===== config.mk =====
export PLATFORM = sky130hd
export DESIGN_NAME = gshare_predictor_param
export DESIGN_NICKNAME = d
export VERILOG_FILES = /design/src/rtl/gshare_pkg.sv /design/src/rtl/gshare_ghr.sv /design/src/rtl/gshare_predictor_param.sv
export SDC_FILE = /design/constraint.sdc
export NUM_CORES = 2
export LEC_CHECK = 0
export ABC_AREA = 1
export CORE_UTILIZATION = 35
export CTS_BUF_LIST = sky130_fd_sc_hd__clkbuf_2
export CTS_CLUSTER_DIAMETER = 50
export CTS_CLUSTER_SIZE = 28
export DETAILED_ROUTE_END_ITERATION = 12
export PLACE_DENSITY_LB_ADDON = 0.1
export SYNTH_ARGS = -nofsm -noshare
export SYNTH_HDL_FRONTEND = slang
export SYNTH_SLANG_ARGS = --single-unit

===== constraint.sdc =====
create_clock -name clk -period 55.2 [get_ports clk]
set_input_delay 8.28 -clock clk [delete_from_list [all_inputs] [get_ports clk]]
set_output_delay 8.28 -clock clk [all_outputs]
set_load 0.01 [all_outputs]

===== src/rtl/gshare_pkg.sv =====
// Shared types and saturating-counter helpers for the gshare predictor.
package gshare_pkg;

   typedef enum logic {INIT, RUN} state_t;

   // Counters are handled in a 4-bit container (widest legal counter) and narrowed by the caller.
   function automatic logic [3:0] ctr_mask(input int bits);
      return 4'((1 << bits) - 1);
   endfunction

   function automatic logic [3:0] sat_inc(input logic [3:0] ctr, input int bits);
      logic [3:0] top;
      top = ctr_mask(bits);
      return (ctr >= top) ? top : ctr + 4'd1;
   endfunction

   function automatic logic [3:0] sat_dec(input logic [3:0] ctr, input int bits);
      return (ctr == 4'd0) ? 4'd0 : ((ctr - 4'd1) & ctr_mask(bits));
   endfunction

   function automatic logic [3:0] weak_nt(input int bits);
      return 4'((1 << (bits - 1)) - 1);
   endfunction

endpackage


===== src/rtl/gshare_ghr.sv =====
// Global history register: speculative shift-in, with restore taking priority.
module gshare_ghr #(
   parameter int HIST_BITS = 10
) (
   input  logic                 clk,
   input  logic                 reset,
   input  logic                 shift_en,
   input  logic                 shift_bit,
   input  logic                 restore_en,
   input  logic [HIST_BITS-1:0] restore_val,
   output logic [HIST_BITS-1:0] ghr
);

   // Shift-then-OR keeps HIST_BITS = 1 legal (the old bit simply falls off).
   always_ff @(posedge clk or negedge reset) begin
      if (!reset) begin
         ghr <= '0;
      end else if (restore_en) begin
         ghr <= restore_val;
      end else if (shift_en) begin
         ghr <= (ghr << 1) | HIST_BITS'(shift_bit);
      end
   end

endmodule


===== src/rtl/gshare_predictor_param.sv =====
// Parametrised gshare direction predictor: zero-latency lookup, decoupled counter update,
// speculative history with mispredict restore, and a post-reset table initialisation sweep.
module gshare_predictor_param
   import gshare_pkg::*;
#(
   parameter int INDEX_BITS = 10,
   parameter int HIST_BITS  = 10,
   parameter int CTR_BITS   = 2,
   parameter int ADDR_BITS  = 32,
   parameter int PC_LSB     = 2
) (
   input  logic                  clk,
   input  logic                  reset,
   output logic                  ready,
   input  logic                  pred_valid,
   input  logic [ADDR_BITS-1:0]  pred_pc,
   output logic                  pred_taken,
   output logic [INDEX_BITS-1:0] pred_index,
   output logic [HIST_BITS-1:0]  pred_hist,
   input  logic                  upd_valid,
   input  logic [INDEX_BITS-1:0] upd_index,
   input  logic [HIST_BITS-1:0]  upd_hist,
   input  logic                  upd_taken,
   input  logic                  upd_mispredict
);

   localparam int DEPTH = 1 << INDEX_BITS;
   localparam logic [INDEX_BITS-1:0] LAST_ENTRY = INDEX_BITS'(DEPTH - 1);
   localparam logic [CTR_BITS-1:0]   WEAK_NT    = CTR_BITS'(weak_nt(CTR_BITS));

   state_t                state;
   logic [INDEX_BITS-1:0] sweep_ptr;
   logic [HIST_BITS-1:0]  ghr;
   logic [HIST_BITS-1:0]  restore_val;
   logic [CTR_BITS-1:0]   ctr_mem [DEPTH];
   logic [CTR_BITS-1:0]   upd_ctr;
   logic [CTR_BITS-1:0]   upd_next;
   logic                  unused_pc;

   // Only the index window of the PC matters; the rest is deliberately ignored.
   assign unused_pc = ^pred_pc;

   assign pred_index = pred_pc[PC_LSB +: INDEX_BITS] ^ INDEX_BITS'(ghr);
   assign pred_hist  = ghr;
   assign pred_taken = ready & ctr_mem[pred_index][CTR_BITS-1];

   assign upd_ctr  = ctr_mem[upd_index];
   assign upd_next = upd_taken ? CTR_BITS'(sat_inc(4'(upd_ctr), CTR_BITS))
                               : CTR_BITS'(sat_dec(4'(upd_ctr), CTR_BITS));

   assign restore_val = (upd_hist << 1) | HIST_BITS'(upd_taken);

   gshare_ghr #(
      .HIST_BITS (HIST_BITS)
   ) u_ghr (
      .clk         (clk),
      .reset       (reset),
      .shift_en    (pred_valid & ready),
      .shift_bit   (pred_taken),
      .restore_en  (upd_valid & upd_mispredict & ready),
      .restore_val (restore_val),
      .ghr         (ghr)
   );

   always_ff @(posedge clk or negedge reset) begin
      if (!reset) begin
         state     <= INIT;
         sweep_ptr <= '0;
         ready     <= 1'b0;
      end else begin
         case (state)
            INIT: begin
               sweep_ptr <= sweep_ptr + INDEX_BITS'(1);
               if (sweep_ptr == LAST_ENTRY) begin
                  state <= RUN;
                  ready <= 1'b1;
               end
            end
            default: begin
               state <= RUN;
               ready <= 1'b1;
            end
         endcase
      end
   end

   // Table has no reset; the sweep owns the write port until every entry is defined.
   always_ff @(posedge clk) begin
      if (state == INIT) begin
         ctr_mem[sweep_ptr] <= WEAK_NT;
      end else if (upd_valid) begin
         ctr_mem[upd_index] <= upd_next;
      end
   end

endmodule


==> qor.csv <==
stage;metric;value;unit
flow_run;MaxCap Viol Count;0;
pwr;clock share of power;0.333;
place;final HPWL from detailed placement;199400;um
clock_network;root cell of the clock tree;clkbuf_2;
yosys;number of synthesized register bits;2070;
run_status;outcome;complete, no violations;
worst_setup_path;critical-path maximum fanout;55;
pwr;sequential group share of total power;0.581;
yosys;Yosys Warn Count;0;
sta;RSZ-0062 raised after global routing;false;
clock_network;CTS sink cnt;2070;
pwr;combinational fraction of design power;0.087;
floorplan;total number of placement rows;193;
floorplan;Die Y;529.6;um
global_route;residual overflow from global routing;0;
worst_setup_path;endpoint of the lowest-slack register-to-register path;ctr_mem[333][0];
layout;Net count, final;9756;
worst_setup_path;worst path buffer plus inverter count;4;
route;total number of vias;78550;
clock_network;clock buffers created by TritonCTS;249;
sta;endpoints failing setup;0;
worst_setup_path;worst reg-to-reg path cell count;16;
sta;achievable clock frequency;0.04416;GHz
worst_setup_path;category of the worst setup path capture point;primary output;
clock_network;worst skew pair latency;1.92;ns
clock_network;Max H-tree Level;4;
global_route;global-route wire length before repair;544600;um
place;GP Congestion;0.8340;
sta;final max-slew violation count;0;
worst_setup_path;Crit Path Category;in2out;
layout;area occupied by multi-input gates;31280;um2
worst_setup_path;most frequent cell on the critical path;nand3_1;
worst_setup_path;total stage count of the critical path;18;
layout;number of cells in the finished layout apart from fillers;13610;
clock_network;clk buf depth;4;
route;average detailed-routed wire length per instance;28.22;um
worst_setup_path;setup slack of the worst register-to-register path;48.92;ns
route;DRC viols;0;
hold_path;classification of the worst-slack hold path;reg2reg;
pwr;reported leakage power;36.69;nW
pwr;pwr dens;28.04;nW/um2
global_route;largest net degree at the start of global routing;211;
global_route;antenna violations before repair;25;
sta;actual slew at the worst max-slew pin;1.247;ns
clock_network;hold buffer count at cts;0;
yosys;proportion of synthesized chip area in sequential cells;0.6369;
layout;commonest non-fill, non-tap cells in the layout;edfxtp_1 (2,048), nand2_1 (2,015), nand3_1 (2,004);
yosys;number of unique standard cell types used by synthesis;31;
pwr;maximum vdd ir drop;0.01677;mV
worst_setup_path;slowest CP cell;buf_4;
clock_network;CTS tree;yes;
sta;post-route setup TNS;0;ns
clock_network;Resized cells post-CTS;0;
layout;area growth from synthesis to layout;7.123;%
layout;most common cell after layout, fill and taps aside;edfxtp_1;
sta;clock skew after layout;0.1603;ns
place;count of buffers from port buffering;56;
route;violation count after the first detailed-routing iteration;9137;
hold_path;Hold Path Origin;sweep_ptr[4];
hold_path;worst hold path cell count;1;
pwr;switching power as a share of total power;0.2847;
hold_path;Min-Delay Endpoint;sweep_ptr[4];
pwr;sw power;0.0008331;W
worst_setup_path;family with the most delay on the worst path;simple AND/OR/NAND/NOR gates;
sta;final critical-path share of the clock period;0.4102;
worst_setup_path;signal arrival time at the worst endpoint;14.36;ns
floorplan;standard cell core area;276700;um2
place;instance count after placement with tap cells included;13150;
sta;number of hold violations in the final report;0;
worst_setup_path;launch instance of the worst register-to-register path;ctr_mem[498][0];
yosys;gate count of the mapped netlist;10060;
clock_network;clock transition at the registers of the reported paths;0.22;ns
route;Final ANT Viol Nets;0;
worst_setup_path;chain of cells forming the critical path;clkdlybuf4s50_1 -> nand2_1 -> nand2_4 -> buf_4 -> buf_4 -> nand2_1 -> nand3_1 -> nand3_1 -> nand3_1 -> nand3_1 -> nand3_1 -> nand3_1 -> nand3_1 -> nand3_1 -> nand3_1 -> nand2_1 -> nor2_1 -> clkdlybuf4s50_1;
layout;Sequential Area;62050;um2
worst_setup_path;required time at the worst-slack endpoint;46.92;ns
sta;headroom to the max-slew limit;0.1689;
route;per-cell via count in the routed design;5.769;
worst_setup_path;Worst setup SP type;primary input;
yosys;cell area after technology mapping;97430;um2
worst_setup_path;Worst path max stage delay;0.79;ns
yosys;average footprint of a synthesized cell;9.686;um2
sta;post-route minimum period;22.64;ns
route;detailed-routing iteration count for the pre-antenna-repair pass;6;
floorplan;full die area;280500;um2
floorplan;Initial Utilization;0.3521;
route;total detailed-routing wirelength;384100;um
layout;fill count;27910;
global_route;vias in the first global route;76500;
global_route;Global Route Usage Sum;0.2681;
yosys;number of nets produced by synthesis;10120;
layout;fraction of layout instances using a drive strength above 1;0.07281;
floorplan;number of top-level design ports;80;
pwr;internal power component;0.002093;W
floorplan;Die Span X;529.6;um
clock_network;post-CTS setup buffer count;0;
## metal layers
layer | routed length, um | up-vias | track usage
met2 | 175700 | 3939 | 0.4326
met3 | 32050 | 835 | 0.03605
met5 | 56 | - | 0
li1 | - | 34590 | -
met1 | 157700 | 39180 | 0.3590
met4 | 18650 | 8 | 0.1198
## per-stage QoR
step / worst slack, ns / area (um2) / hold WS, ns / utilization / total power [W]
after global routing: 32.44 / 104400 / 0.5668 / 0.3771 / 0.003020
after detailed placement: 32.72 / 100800 / 0.5002 / 0.3641 / 0.001982
final: 32.56 / 104400 / 0.5291 / 0.3771 / 0.002926
after global placement: 32.70 / 100800 / 0.4819 / 0.3641 / 0.001983
after CTS: 32.70 / 104300 / 0.5280 / 0.3771 / 0.002945
after floorplan: 16.60 / 97430 / 0.4562 / - / 0.001890
## power groups by stage
stage | combinational, W | clock, W | sequential (W)
detailed placement | 0.000248 | 0 | 0.00173
global route | 0.000270 | 0.00105 | 0.00170
finish | 0.000254 | 0.000973 | 0.00170
floorplan | 0.000157 | 0 | 0.00173
global placement | 0.000249 | 0 | 0.00173
CTS | 0.000249 | 0.000997 | 0.00170
## layout make-up
cell class                 count  area share
inverter                     124    0.004855
sequential                  2070      0.5945
clock inverter               189     0.02146
multi-input combinational   7001      0.2997
tap                         3705     0.04442
clock buffer                 267     0.01280
antenna                        7   0.0001678
timing repair buffer         251     0.02202
## synthesized netlist by cell type (all sizes together)
master / number / area, um2
inv: 121 / 454.2
edfxtp: 2048 / 61500
nand4: 1 / 6.260
dfrtp: 22 / 550.5
o21ai: 743 / 3722
a21oi: 33 / 165.2
xnor2: 9 / 78.83
clkinv: 3 / 11.26
nand2: 2038 / 7655
nand3: 2019 / 10110
o221ai: 8 / 70.07
nor3: 18 / 90.09
buf: 474 / 2590
xor2: 8 / 70.07
nor2: 1764 / 6631
o211ai: 3 / 22.52
o22ai: 351 / 2196
or2: 5 / 31.28
clkbuf: 389 / 1460
ha: 1 / 12.51
## registers in the layout, indices dropped and copies added (netlist names)
signal	cells
ctr_mem	2048
sweep_ptr	10
u_ghr.ghr	10
ready	1
state	1
## cell families (layout without fill, tap and decap cells)
family	count (synthesis)	count (layout)	share of synthesized area
xor gates and xnor gates	17	17	0.001528
other	0	7	0
AOI/OAI and AO/OA	1138	1138	0.06339
DFF	2070	2070	0.6369
and+or+nand+nor	5845	5845	0.2517
buffers and inverters	987	831	0.04635
adders and majority gates	1	1	0.0001284
## worst max-delay path by stage
stage                  from             to  slack [ns]
2_1_floorplan  upd_index[1]  ctr_mem[0][1]       16.60
3_3_place_gp     pred_pc[2]     pred_taken       32.70
3_5_place_dp     pred_pc[2]     pred_taken       32.72
4_1_cts          pred_pc[2]     pred_taken       32.70
5_1_grt          pred_pc[2]     pred_taken       32.44
6_report         pred_pc[2]     pred_taken       32.56
Note: power is estimated with default switching activity, not from simulation.
